File: src/rtl/mem_bus_arbiter_pkg.sv
// Shared types and constants for the two-master Avalon bus arbiter.
package mem_bus_arbiter_pkg;

  typedef enum logic [1:0] {
    IDLE     = 2'd0,
    GRANT_M0 = 2'd1,
    GRANT_M1 = 2'd2
  } arb_state_t;

  localparam logic M0 = 1'b0;
  localparam logic M1 = 1'b1;

endpackage

File: src/rtl/mem_bus_arbiter.sv
// Arbitrates an instruction-fetch master (m0) and a data master (m1) onto one Avalon slave port.
module mem_bus_arbiter
  import mem_bus_arbiter_pkg::*;
#(
  parameter int unsigned FIXED_PRIORITY = 0
) (
  input  logic        clk,
  input  logic        reset,

  input  logic [31:0] m0_address,
  input  logic [31:0] m0_writedata,
  input  logic        m0_read,
  input  logic        m0_write,
  input  logic [3:0]  m0_byteenable,
  output logic [31:0] m0_readdata,
  output logic        m0_waitrequest,

  input  logic [31:0] m1_address,
  input  logic [31:0] m1_writedata,
  input  logic        m1_read,
  input  logic        m1_write,
  input  logic [3:0]  m1_byteenable,
  output logic [31:0] m1_readdata,
  output logic        m1_waitrequest,

  output logic [31:0] address,
  output logic        read,
  output logic        write,
  output logic [3:0]  byteenable,
  output logic [31:0] writedata,
  input  logic [31:0] readdata,
  input  logic        waitrequest
);

  arb_state_t state_q, state_d;
  logic       last_grant_q, last_grant_d;
  logic       req0, req1;

  assign req0 = m0_read | m0_write;
  assign req1 = m1_read | m1_write;

  always_ff @(posedge clk or posedge reset) begin
    if (reset) begin
      state_q      <= IDLE;
      last_grant_q <= M1;
    end else begin
      state_q      <= state_d;
      last_grant_q <= last_grant_d;
    end
  end

  always_comb begin
    state_d        = state_q;
    last_grant_d   = last_grant_q;
    address        = '0;
    read           = 1'b0;
    write          = 1'b0;
    byteenable     = '0;
    writedata      = '0;
    m0_readdata    = '0;
    m1_readdata    = '0;
    m0_waitrequest = 1'b1;
    m1_waitrequest = 1'b1;

    unique case (state_q)
      IDLE: begin
        if (req0 && req1) begin
          if (FIXED_PRIORITY != 0) begin
            state_d = GRANT_M1;
          end else begin
            state_d = (last_grant_q == M1) ? GRANT_M0 : GRANT_M1;
          end
        end else if (req0) begin
          state_d = GRANT_M0;
        end else if (req1) begin
          state_d = GRANT_M1;
        end
      end

      GRANT_M0: begin
        address        = m0_address;
        write          = m0_write;
        // Write wins a simultaneous read/write so the slave never sees both.
        read           = m0_read & ~m0_write;
        byteenable     = m0_byteenable;
        writedata      = m0_writedata;
        m0_readdata    = readdata;
        m0_waitrequest = waitrequest;
        if (!req0) begin
          state_d = IDLE;
        end else if (!waitrequest) begin
          state_d      = IDLE;
          last_grant_d = M0;
        end
      end

      GRANT_M1: begin
        address        = m1_address;
        write          = m1_write;
        read           = m1_read & ~m1_write;
        byteenable     = m1_byteenable;
        writedata      = m1_writedata;
        m1_readdata    = readdata;
        m1_waitrequest = waitrequest;
        if (!req1) begin
          state_d = IDLE;
        end else if (!waitrequest) begin
          state_d      = IDLE;
          last_grant_d = M1;
        end
      end

      default: state_d = IDLE;
    endcase
  end

endmodule

File: config.mk
export PLATFORM = sky130hd
export DESIGN_NAME = mem_bus_arbiter
export DESIGN_NICKNAME = d
export VERILOG_FILES = /design/src/rtl/mem_bus_arbiter_pkg.sv /design/src/rtl/mem_bus_arbiter.sv
export SDC_FILE = /design/constraint.sdc
export NUM_CORES = 1
export LEC_CHECK = 0
export BUFFER_PORTS_ARGS = -buffer_cell sky130_fd_sc_hd__buf_4
export CORE_AREA = 2 2 122 124
export DETAILED_ROUTE_END_ITERATION = 6
export DIE_AREA = 0 0 124 126
export PLACE_DENSITY = 0.44
export SYNTH_ARGS = -nofsm -noshare
export SYNTH_HDL_FRONTEND = slang
export SYNTH_SLANG_ARGS = --single-unit
File: constraint.sdc
create_clock -name clk -period 1.9 [get_ports clk]
set_input_delay 0.38 -clock clk [delete_from_list [all_inputs] [get_ports clk]]
set_output_delay 0.38 -clock clk [all_outputs]
set_load 0.02 [all_outputs]
==> impl_metrics.py <==
metrics = {
    "outcome": {
        "status": "finished, violations left",
        "violations": "setup timing",
    },
    "clock_network": {
        "cts_tree": "built",
        "cts_sinks": 3,
        "clockBufferDepth": 2,
        "clkSlewWorstSetupHoldPaths_ns": 0.03,
        "cts-htree-levels": 1,
        "numCtsBuffers": 3,
        "cts_hold_buffers": 0,
        "root_buffer": "clkbuf_16",
        "clock_latency_ns": 0.22,
    },
    "power_and_ir_drop": {
        "irDropWorstVdd_uv": 528,
        "p_leak_nw": 2.38,
        "power.density_nw_per_um2": 1310,
    },
    "setup_path": {
        "critPathArrivalTime_ns": 1.60,
        "rr_startpoint": "state_q[1]",
        "start_kind": "register",
        "cp-end-kind": "primary output",
        "critPathRequiredTime_ns": 1.52,
        "path_max_fanout": 6,
        "worstSetupPathType": "reg2out",
        "r2r_end": "state_q[0]",
        "r2r_slack_ns": 0.26,
        "reg2reg_depth": 8,
    },
    "sta": {
        "fin_skew_ns": 0.00143,
        "slew_viol_final": 0,
        "min_period_ns": 1.98,
        "post-route-worst-setup-slack_ns": -0.0793,
        "rsz0062_at_grt": "true",
        "clock.fmax_mhz": 505,
        "period_share": 1.04,
        "finalSetupTns_ns": -2.72,
        "setup_viol": 100,
        "hold_violations": 0,
        "max_slew.worst_pin.slew_ns": 0.303,
        "max-slew-margin-rel": 0.797,
    },
    "placement": {
        "place_area_um2": 4430,
        "place.gp.congestion": 0.848,
        "portBuffers": 310,
        "pre_cts_slack_ns": 0.0303,
        "dp_hpwl_um": 9220,
    },
    "detailed_routing": {
        "via_per_inst": 4.18,
        "avgRoutedWirePerCell_um": 16.3,
        "antenna_left": 0,
        "first_pass_iters": 4,
        "drt-total-wl_um": 12500,
        "drt-initial-drc-count": 89,
        "drc": 0,
        "vias": 3195,
    },
    "global_routing": {
        "antenna_found_initial": 0,
        "grt_max_degree": 48,
        "grt_pass1_wl_um": 16300,
        "grt_usage": 0.132,
        "grt_pass1_vias": 2983,
        "overflow": 0,
    },
    "final_layout": {
        "drive_above_1_share": 0.691,
        "fillers": 1520,
        "mostFrequentLayoutCell": "buf_4",
        "post-route-util": 0.351,
        "area_growth_pct": 175,
        "layout_common_cells": "buf_4 (311), and2_1 (64), a22oi_1 (46), nor2b_1 (40), nor2b_2 (27)",
        "final_cell_area_um2": 5030,
        "finalNetCount": 762,
        "diodes": 0,
    },
    "yosys": {
        "syn_inst": 272,
        "ys_types": 25,
        "avgSynthCellArea_um2": 6.72,
        "ys_seq_area_frac": 0.0418,
        "synth.cell_area_um2": 1830,
        "ys_seq_elements": 3,
        "synth_warnings": 0,
        "syn-num-nets": 453,
    },
    "floorplanning": {
        "io-pin-count": 311,
        "core_um2": 14300,
        "die_x_um": 124,
        "start_util": 0.128,
        "dieHeight_um": 126,
        "rows": 44,
        "die_area_um2": 15600,
    },
    "hold_path": {
        "hp-class": "in2async",
    },
    "job": {
        "drv_cap": 0,
    },
}
==> state kept, by name, indices dropped and copies added (netlist names) <==
register      count
last_grant_q      1
state_q           2
==> power breakdown <==
group,internal (mW),switching [mW]
clock network,0.277,0.0576
registers,0.100,0.0359
logic,3.10,3.03
total,3.48,3.13
==> worst max-delay path by stage <==
stage	from	end	cells past startpoint
global placement	state_q[0]	address[0]	6
CTS	state_q[0]	address[31]	6
finish	state_q[1]	address[5]	6
floorplan	state_q[0]	address[16]	6
detailed placement	state_q[0]	address[0]	6
global route	state_q[1]	writedata[11]	6
==> per-stage QoR <==
stage	hold slack, ns	total power [mW]	cells
global placement	0.270	5.20	747
floorplan	0.133	2.99	272
detailed placement	0.271	5.21	747
global route	0.0517	7.00	764
CTS	0.0383	5.97	755
finish	0.0378	6.60	764
==> what timing repair did <==
item                       in CTS  in global routing
pin swaps                       2                  1
setup endpoints to repair     102                126
gates resized for setup        30                 43
setup buffers                   2                  4
cloned                          2                  5
==> cell usage after synthesis (all sizes together) <==
| cell | n | area (um^2) |
|---|---|---|
| mux2 | 1 | 11.3 |
| ha | 6 | 75.1 |
| a21oi | 1 | 5.00 |
| nor2b | 69 | 432 |
| or2 | 1 | 8.76 |
| nand3b | 1 | 7.51 |
| a22oi | 69 | 518 |
| dfrtp | 2 | 50.1 |
| a221oi | 1 | 15.0 |
| inv | 5 | 18.8 |
| buf | 9 | 45.0 |
| a32oi | 1 | 8.76 |
| o2111ai | 1 | 8.76 |
| o21ai | 6 | 30.0 |
| nor3 | 1 | 5.00 |
| a2111oi | 1 | 27.5 |
| nand2b | 2 | 12.5 |
| and2 | 65 | 407 |
| clkbuf | 21 | 78.8 |
| nand3 | 1 | 5.00 |
| a311o | 1 | 10.0 |
| dfstp | 1 | 26.3 |
| nand2 | 3 | 11.3 |
| nor2 | 3 | 11.3 |
==> cell families after synthesis <==
logic type / count (synthesis) / share of synthesized area
and+or+nand+nor: 146 / 0.492
AOI/OAI and AO/OA: 81 / 0.341
adders and majority gates: 6 / 0.0411
DFF: 3 / 0.0418
buffers and inverters: 35 / 0.0780
muxes: 1 / 0.00616
==> worst max-delay path, stage by stage, from the launching register on <==
cell and delay (ns):
dfrtp_2 0.44, ha_4 0.19, buf_12 0.14, clkbuf_16 0.17
a22oi_1 0.21, nor2b_2 0.06, buf_4 0.16
==> final cells by class <==
class / instances / area (um^2) / share of cell area
repair buffers: 334 / 2770 / 0.551
multi-input cells: 234 / 1850 / 0.368
clock buffers: 4 / 78.8 / 0.0157
inverters: 5 / 21.3 / 0.00423
well taps: 184 / 230 / 0.0458
flip-flops and latches: 3 / 77.6 / 0.0154
==> layer usage <==
metal,GRT usage,share of wire
met1,0.148,0.38
met2,0.264,0.55
met3,0.0177,0.070
met4,0.0126,0.0071
met5,0,0
No activity file was read; power rests on OpenSTA's default activity.
